==> src/rtl/cpu_types_pkg.sv <==
// Shared CPU types: request-unit channel state and the latched data request.
package cpu_types_pkg;

  typedef enum logic [1:0] {
    RU_IDLE   = 2'd0,
    RU_DPEND  = 2'd1,
    RU_HALTED = 2'd2
  } ru_state_t;

  // One outstanding data access, plus a halt that must take effect once it completes.
  typedef struct packed {
    logic halt;
    logic wen;
    logic ren;
  } ru_req_t;

endpackage

==> src/rtl/ru_channel.sv <==
// One request-unit channel: FSM, latched data request, PC_WEN and optional watchdog.
// Watchdog and timeout_err port are built only when RU_TIMEOUT_EN is defined.
module ru_channel
  import cpu_types_pkg::*;
#(
  parameter int unsigned TIMEOUT = 255
) (
  input  logic CLK,
  input  logic RST,
  input  logic ihit,
  input  logic dhit,
  input  logic iREN,
  input  logic dREN,
  input  logic dWEN,
  input  logic halt,
  output logic imemREN,
  output logic dmemREN,
  output logic dmemWEN,
  output logic PC_WEN
`ifdef RU_TIMEOUT_EN
  ,
  output logic timeout_err
`endif
);

  if (TIMEOUT < 1 || TIMEOUT > 65535) begin : g_bad_timeout
    $error("ru_channel: TIMEOUT out of range");
  end

  ru_state_t state_q, state_d;
  ru_req_t   req_q, req_d;
  logic      imem_c, dren_c, dwen_c, pc_wen_c;

  always_ff @(posedge CLK) begin
    if (RST) begin
      state_q <= RU_IDLE;
      req_q   <= '0;
    end else begin
      state_q <= state_d;
      req_q   <= req_d;
    end
  end

  always_comb begin
    state_d  = state_q;
    req_d    = req_q;
    imem_c   = 1'b0;
    dren_c   = 1'b0;
    dwen_c   = 1'b0;
    pc_wen_c = 1'b0;
    case (state_q)
      RU_IDLE: begin
        imem_c   = iREN;
        pc_wen_c = ihit & ~dREN & ~dWEN & ~halt;
        if (ihit && (dREN || dWEN)) begin
          // A combined read+write request is treated as a write.
          state_d    = RU_DPEND;
          req_d.wen  = dWEN;
          req_d.ren  = dREN & ~dWEN;
          req_d.halt = halt;
        end else if (halt && !(dREN || dWEN)) begin
          state_d = RU_HALTED;
        end
      end
      RU_DPEND: begin
        dren_c = req_q.ren;
        dwen_c = req_q.wen;
        if (dhit) begin
          pc_wen_c = ~req_q.halt;
          req_d    = '0;
          state_d  = (req_q.halt || halt) ? RU_HALTED : RU_IDLE;
        end
      end
      RU_HALTED: ;
      default: state_d = RU_IDLE;
    endcase
  end

  // Reset cycles blank every output, even before the reset edge lands.
  assign imemREN = imem_c & ~RST;
  assign dmemREN = dren_c & ~RST;
  assign dmemWEN = dwen_c & ~RST;
  assign PC_WEN  = pc_wen_c & ~RST;

`ifdef RU_TIMEOUT_EN
  localparam int unsigned CNT_W = $clog2(TIMEOUT + 1);
  localparam logic [CNT_W-1:0] CNT_MAX = CNT_W'(TIMEOUT);

  logic [CNT_W-1:0] cnt_q, cnt_d;
  logic             err_q, err_d;

  always_ff @(posedge CLK) begin
    if (RST) begin
      cnt_q <= '0;
      err_q <= 1'b0;
    end else begin
      cnt_q <= cnt_d;
      err_q <= err_d;
    end
  end

  // Counter idles at zero so each pending phase starts fresh; saturates at TIMEOUT.
  always_comb begin
    cnt_d = cnt_q;
    err_d = err_q;
    if (state_q != RU_DPEND) begin
      cnt_d = '0;
    end else begin
      if (cnt_q != CNT_MAX) cnt_d = cnt_q + CNT_W'(1);
      if (cnt_d == CNT_MAX) err_d = 1'b1;
    end
  end

  assign timeout_err = err_q & ~RST;
`endif

endmodule

==> src/rtl/request_unit_mc.sv <==
// Multi-channel request unit: CORES independent ru_channel instances.
// Defining RU_TIMEOUT_EN adds the per-channel stall watchdog and timeout_err.
module request_unit_mc #(
  parameter int unsigned CORES   = 2,
  parameter int unsigned TIMEOUT = 255
) (
  input  logic             CLK,
  input  logic             RST,
  input  logic [CORES-1:0] ihit,
  input  logic [CORES-1:0] dhit,
  input  logic [CORES-1:0] iREN,
  input  logic [CORES-1:0] dREN,
  input  logic [CORES-1:0] dWEN,
  input  logic [CORES-1:0] halt,
  output logic [CORES-1:0] imemREN,
  output logic [CORES-1:0] dmemREN,
  output logic [CORES-1:0] dmemWEN,
  output logic [CORES-1:0] PC_WEN
`ifdef RU_TIMEOUT_EN
  ,
  output logic [CORES-1:0] timeout_err
`endif
);

  if (CORES < 1 || CORES > 4) begin : g_bad_cores
    $error("request_unit_mc: CORES must be 1..4");
  end

  for (genvar i = 0; i < CORES; i++) begin : g_ch
    ru_channel #(
      .TIMEOUT(TIMEOUT)
    ) u_ch (
      .CLK        (CLK),
      .RST        (RST),
      .ihit       (ihit[i]),
      .dhit       (dhit[i]),
      .iREN       (iREN[i]),
      .dREN       (dREN[i]),
      .dWEN       (dWEN[i]),
      .halt       (halt[i]),
      .imemREN    (imemREN[i]),
      .dmemREN    (dmemREN[i]),
      .dmemWEN    (dmemWEN[i]),
      .PC_WEN     (PC_WEN[i])
`ifdef RU_TIMEOUT_EN
      ,
      .timeout_err(timeout_err[i])
`endif
    );
  end

endmodule

==> config.mk <==
export PLATFORM = sky130hd
export DESIGN_NAME = request_unit_mc
export DESIGN_NICKNAME = d
export VERILOG_FILES = /design/src/rtl/cpu_types_pkg.sv /design/src/rtl/ru_channel.sv /design/src/rtl/request_unit_mc.sv
export SDC_FILE = /design/constraint.sdc
export NUM_CORES = 1
export LEC_CHECK = 0
export CAP_MARGIN = 20
export CORE_UTILIZATION = 40
export CTS_CLUSTER_SIZE = 8
export DETAILED_ROUTE_END_ITERATION = 10
export PLACE_DENSITY = 0.8
export SLEW_MARGIN = 15
export SYNTH_ARGS = -nofsm -noshare
export SYNTH_HDL_FRONTEND = slang
export SYNTH_HIERARCHICAL = 1
export SYNTH_SLANG_ARGS = --single-unit
==> constraint.sdc <==
create_clock -name CLK -period 2.04 [get_ports CLK]
set_input_delay 0.204 -clock CLK [delete_from_list [all_inputs] [get_ports CLK]]
set_output_delay 0.204 -clock CLK [all_outputs]
set_load 0.05 [all_outputs]
==> results by stage, run 1 <==
Run status:
- The run finished with clean final reports.

Clock tree:
- The clock tree from TritonCTS is yes.
- The number of hold buffers added after CTS was 0.
- The latest clock arrival within the worst-skew pair is between 0.2 and 0.3 ns.
- The cell at the root of the clock tree is clkbuf_4.
- Counting the buffers created by CTS gives 3.
- The number of gates given a new drive strength after cts is 0.
- In this run the post-CTS setup repair buffer count came out at 0.
- CTS built an H-tree with a depth of 1.
- After clock tree synthesis, the clock-pin slew on the worst setup and hold paths is 0.06 ns.
- The maximum buffer depth of the clock tree is 2.
- Clock tree synthesis found a total of 10 sinks.

GRT:
- The via count of the first global-routing pass is approximately 500.
- The total track usage is between 20% and 30%.
- The first global-routing pass estimated 2210 um of wire.
- The residual overflow from global routing is 0.
- The number of antenna violations at the first check in global routing is 0.
- The maximum number of pins on one net before global-route repair is 11.

Logic synthesis:
- The number of register bits inferred by synthesis is 10.
- After synthesis, the largest family of logic cells by area is simple AND/OR/NAND/NOR gates.
- Each instance of the synthesized netlist takes up on average 8.13 um2.
- The complex-gate fraction of the synthesized area is 23.1%.
- The synthesized netlist contains 19 unique library cells.
- Summing every instance area after synthesis gives 586 um2.
- The register area share after synthesis is ~34%.
- Multiplexer cells account for 0% of the synthesized area.
- The synthesized netlist devotes 40.2% of its cell area to simple gates.
- The synthesized netlist cell count is 72.
- The share of synthesized cell area in full adder, half adder and majority cells is 0%.
- After Yosys synthesis, XOR and XNOR cells account for 0% of the synthesized area.
- Yosys printed 6 warnings.
- Counting every net in the synthesized netlist gives 86.

Drt:
- The final route contains roughly 640 vias.
- Before antenna repair, the detailed router went through 4 iterations.
- The post-detailed-routing wire length is around 1500 um.
- In this run, the number of DRC markers left after iteration 0 of detailed routing was 24.
- The post-detailed-route via-to-cell ratio is 5.83.
- The number of remaining DRC errors is 0.
- After detailed routing, the average wire length per cell comes to roughly 13 um.
- In this run the remaining antenna-violating nets after routing total 0.

Placement:
- Buffers placed on the I/O ports in this run total 21.
- The final weighted congestion in routability-driven placement is between 0.8 and 0.9.
- The count of placed standard cells including taps is ~110.
- Detailed placement ended at an HPWL of approximately 1200 um.

Critical path:
- The setup path with the least slack is of type input port to primary output.
- In this run the worst path has a maximum fanout of 10.
- STA classifies the critical path endpoint as a primary output.
- Measured in cells, the most critical reg-to-reg path has a length of 3.
- The worst path arrival time is ~1.5 ns.
- For the worst setup path, the data required time is approximately 1.8 ns.
- STA classifies the critical path startpoint as an input port.

Timing:
- Counting I/O delays and the setup requirement, the final critical path takes 1.72 ns.
- The achievable frequency is slightly below 600 MHz.
- For the final routed database, the setup TNS stands at 0 ns.
- The number of pins with negative max-slew slack in the final report came to 0.
- The transition time at the pin with the least slew margin is 0.369 ns.
- Setup violations remaining at the end of the flow were counted as 0.
- The worst max-slew margin expressed relative to the limit is approximately 75%.
- In the finished design, the share of the clock period the worst path needs comes to 84.1%.
- The number of hold violations in the final report is 0.
- On the final layout, the worst clock skew is roughly 0.0029 ns.
- The tightest hold margin is 0.510 ns.
- Setup repair after global routing left no endpoint under its margin.

Floorplan:
- The initialized floorplan defines 13 standard-cell rows.
- The floorplan die width is between 40 and 50 um.
- The number of top-level design ports is 22.
- The floorplan step defined a die boundary enclosing roughly 0.0016 mm2.
- For this configuration, the core starts out at a cell density of between 40% and 50%.
- The die is ~40 um tall.
- The total area inside the core boundary comes to approximately 0.0013 mm2.

Hold path:
- The worst hold path stage count is 2.
- The path class of the tightest hold or removal check is flip-flop to flip-flop.

Power and ir drop:
- The total power per unit cell area is around 540 mW/mm2.
- Overall power consumption after layout is estimated at around 500 uW.
- For this design the static power due to leakage is approximately 0.34 nW.
- Across the VDD grid, the largest voltage drop is approximately 0.42 mV.

Cells and area:
- The synthesis-to-layout area growth is 55.3%.
- The most common cell after layout, fill and taps aside is clkdlybuf4s50_1.
- The count of nets after finishing is 110.
- The post-route netlist has between 10% and 20% of its cells at a drive strength greater than 1.
- The library cells used most frequently in the layout, excluding fill and tap cells, are clkdlybuf4s50_1, dfxtp_1, nor2_1, nand2_1, buf_12.
- The final cell count without fillers is around 110.
- 0 antenna diodes ended up in the layout.
- The share of the core filled with cells is about two thirds.

Run:
- The max-cap check violation count is 0.
power by group:
group          leakage [nW]  total [mW]  internal (mW)  switching [mW]
logic                 0.245       0.136         0.0713          0.0647
registers            0.0820       0.227          0.210          0.0168
clock network        0.0138       0.124         0.0675          0.0569
total                 0.341       0.487          0.349           0.138
worst paths after layout:
kind,slack (ns),to,start
worst max-delay path,0.32,imemREN[1],RST
worst min-delay path,0.51,g_ch[0].u_ch/req_q[0],g_ch[0].u_ch/req_q[0]
worst max register to register,0.79,g_ch[1].u_ch/req_q[0],g_ch[1].u_ch/state_q[0]
worst min register to register,0.51,g_ch[0].u_ch/req_q[0],g_ch[0].u_ch/req_q[0]
metal layers:
layer	global-route usage, %	vias to the layer above	part of all wire, %
met4	10.0	0	1.3
li1	-	321	-
met2	30.6	19	47
met5	0	-	0
met1	27.3	293	46
met3	10.0	2	4.7
critical path, cell delays in order:
cell and delay [ns]:
clkdlybuf4s50_1 0.59, nor2_1 0.30, and3_1 0.26, buf_12 0.15
synthesized netlist by cell type, drive strengths merged:
cell	instances	share of area [%]
a21oi	2	1.7
a31oi	6	6.4
and2	2	2.1
and3	6	6.4
clkbuf	2	1.3
dfxtp	10	34
inv	2	1.3
nand2	8	5.1
nand2b	2	4.7
nor2	8	5.1
nor3b	2	2.6
nor4	2	2.1
o211ai	6	7.7
o21a	2	2.6
o21bai	2	2.6
o22ai	2	2.1
or3	2	2.1
or3b	2	3.0
or4b	4	6.8
kinds of logic after synthesis:
kind of cell | Yosys count
AND/OR/NAND/NOR | 38
AO/OA/AOI/OAI | 20
buffers and inverters | 4
flip-flops | 10
metrics by stage:
stage | instance area (um2) | setup WS, ns
floorplan | 586 | 0.739
global placement | 887 | 0.344
detailed placement | 887 | 0.339
CTS | 910 | 0.329
global route | 910 | 0.229
finish | 910 | 0.325
layout make-up:
class	count	area [um2]
clock buffers	3	22.5
fillers	114	424
inverters	2	7.51
multi-input cells	58	370
flip-flops and latches	10	200
well taps	15	18.8
repair buffers	21	290
sequential cells by signal, indices dropped and copies added, names as in the netlist:
register,flops
g_ch.u_ch/req_q,6
g_ch.u_ch/state_q,4
(Power assumes the default switching activity.)
==> run 2, diff against run 1 <==
Settings changed: CORE_UTILIZATION 40 to 37, PLACE_DENSITY 0.8 to 0.78.
Clock period 2.04 ns to 1.5 ns, I/O delays scaled along.
==> run 2 against run 1 <==
Net effect: sequential share of layout area shrank 1.4 points; combinational power grew 49%; routed wire length grew 10%; sequential power grew 37%; largest cell class unchanged.
==> results by stage, run 2 (synthesis results as in run 1) <==
Run status:
- The run finished with clean final reports.

GRT:
- The residual overflow from global routing is 0.
- Entering global routing, the biggest net connects 10 pins.
- The total track usage is between 20 and 25%.
- The number of antenna violations at the first check in global routing came to 0.
- The wire length of the first global-routing pass is between 2000 and 3000 um.
- The via count of the first global-routing pass is roughly 560.

Clock tree:
- The maximum buffer depth of the clock tree is 2.
- The count of clock tree sinks is 10.
- TritonCTS built the clock tree.
- The later pin in the worst-skew pair is clocked with a latency of roughly 0.27 ns.
- The number of setup buffers added after CTS is 0.
- The root buffer cell chosen for the clock tree is clkbuf_4.
- The cts-stage hold buffer count is 0.
- The number of H-tree branching levels is 1.
- The number of clock buffers added by TritonCTS is 3.
- After clock tree synthesis, the clock-pin slew on the worst setup and hold paths is roughly 0.060 ns.

Power and ir drop:
- The overall power consumption is ~760 uW.
- The leakage power total is between 0.3 and 0.4 nW.
- The total power per unit cell area is ~770 mW/mm2.
- IR analysis of the VDD net gives a maximum drop of approximately 0.51 mV.

Floorplan:
- Once the floorplan was initialized, standard cells occupied between 40 and 50% of the core.
- The placeable core region is roughly 0.0014 mm2.
- In this run the core area contains 13 standard-cell rows.
- The floorplan die width is 41.8 um.
- Pin placement for this block handled 22 I/O pins.
- The vertical die dimension is around 42 um.
- The die footprint is around 0.0017 mm2.

Timing:
- The transition time at the pin with the least slew margin is approximately 0.31 ns.
- Setup repair after global routing could not meet its margin everywhere.
- The number of pins with negative max-slew slack in the final report came to 0.
- The final worst setup slack is 0.0624 ns.
- Headroom to the max-slew limit came out at 79.0%.
- Setup violations remaining at the end of the flow were counted as 0.
- Summed over all failing endpoints, the final setup total negative slack is 0 ns.
- The number of hold violations in the final report is 0.
- Counting I/O delays and the setup requirement, the final critical path takes roughly 1.4 ns.
- On the final layout, the worst hold slack is between 0.5 and 0.6 ns.
- The achievable frequency is between 600 and 700 MHz.
- The share of the cycle needed by the critical path after routing is between 90 and 100%.
- On the final layout, the worst clock skew is approximately 0.0026 ns.

Run:
- The tool flagged a number of max-cap violations equal to 0.

Critical path:
- For the worst setup path, the data arrival time is between 1 and 1.5 ns.
- STA classifies the critical path startpoint as an input port.
- For flop-to-flop paths, the worst setup slack is between 0.2 and 0.3 ns.
- Along the worst path, the maximum fanout reaches 4.
- The worst setup path is captured at a primary output.
- The worst path required time is ~1.4 ns.
- By startpoint and endpoint, the worst setup path is classified as input port to primary output.
- Walking the worst path, the cells encountered are clkdlybuf4s50_1 -> nor4_2 -> o21a_1 -> buf_12.
- The slowest cell on the critical path is clkdlybuf4s50_1.
- The largest stage delay on the critical path is about 0.48 ns.

Cells and area:
- The synthesis-to-layout area growth is 67.9%.
- After filler insertion, the fill cell instance count of the layout stands at a little over 100.
- The net count of the finished layout is 114.
- The antenna diode instance count is 0.
- The register with the most flip-flops in the final layout is g_ch.u_ch/req_q.
- The largest registers in the layout are g_ch.u_ch/req_q: 6 flops, g_ch.u_ch/state_q: 4 flops.
- The flip-flop count of the largest register, all copies and words added is 6.
- The finished layout holds roughly 110 standard cells, fillers aside.
- Cells with a size suffix above 1 make up 26.3% of the layout.
- The top cell types in the final layout, fill and taps aside, are clkdlybuf4s50_1, dfxtp_1, buf_12.
- The most common cell after layout, fill and taps aside is clkdlybuf4s50_1.

Drt:
- Summing over every cut layer, the via total after detailed routing is about 650.
- Using the TritonRoute via totals, the vias-per-cell ratio works out to roughly 5.7.
- The number of remaining DRC errors is 0.
- The detail route stage leaves a number of antenna-violating nets equal to 0.
- The post-detailed-routing wire length is around 1600 um.
- The first detailed-routing pass ran for 4 iterations.
- The number of DRC violations after detailed-routing iteration 0 is 14.
- The average wire per standard cell is 14.2 um.

Placement:
- Prior to clock tree synthesis, the placed netlist has a worst setup slack of -0.0143 ns.
- The final weighted congestion in routability-driven placement is a little over 0.8.
- After legalization and detailed placement, the total HPWL measured approximately 1300 um.
- Counting tap cells, the placed design contains a total of between 100 and 150 instances.
- Port buffering added 21 buffers.

Hold path:
- The tightest min-delay check is of the flip-flop to flip-flop type.
[run 2: cell types whose count changed in the layout (fill, tap and decap cells not counted), sizes merged]
cell / delta
buf: +4
clkbuf: +1
[run 2: final timing paths]
check	from	end	cells after the start
worst min register to register	g_ch[1].u_ch/req_q[1]	g_ch[1].u_ch/req_q[1]	2
worst max-delay path	dREN[0]	PC_WEN[0]	4
worst max register to register	g_ch[1].u_ch/state_q[0]	g_ch[1].u_ch/req_q[2]	3
worst min-delay path	g_ch[1].u_ch/req_q[1]	g_ch[1].u_ch/req_q[1]	2
[run 2: through the flow]
step                      util, %  cell area, um2
after floorplan                 -             586
after global routing         71.1             983
final                        71.1             983
after CTS                    69.6             962
after detailed placement     66.3             917
after global placement       66.3             917
[run 2: area by class of cell]
cell class / count / area, um2 / share of cell area [%]
clock buffers: 4 / 36.3 / 3.69
inverters: 2 / 7.51 / 0.763
multi-input cells: 58 / 398 / 40.5
flip-flops and latches: 10 / 203 / 20.6
well taps: 15 / 18.8 / 1.91
repair buffers: 25 / 320 / 32.6
[run 2: routing by layer]
metal | global-route usage, % | up-vias | part of all wire [%]
met5 | 0 | - | 0
met4 | 5.81 | 0 | 1.3
met3 | 7.83 | 5 | 4.5
met2 | 29.7 | 13 | 46
met1 | 27.2 | 300 | 48
li1 | - | 330 | -
[run 2: worst max-delay path: cells and delay by family]
kind	cells	cell delay (ns)
buffers and inverters	2	0.63
AND/OR/NAND/NOR	1	0.30
AO/OA/AOI/OAI	1	0.20
[run 2: timing repair]
action                                  CTS  global route
endpoints found under the hold margin     0             0
pin swaps                                 1             2
endpoints found under the setup margin    4             8
resized for setup                         2             7
[run 2: where the power goes]
group          internal, mW  switching (mW)
clock network         0.148          0.0963
registers             0.286          0.0251
logic                 0.107          0.0942
total                 0.541           0.216
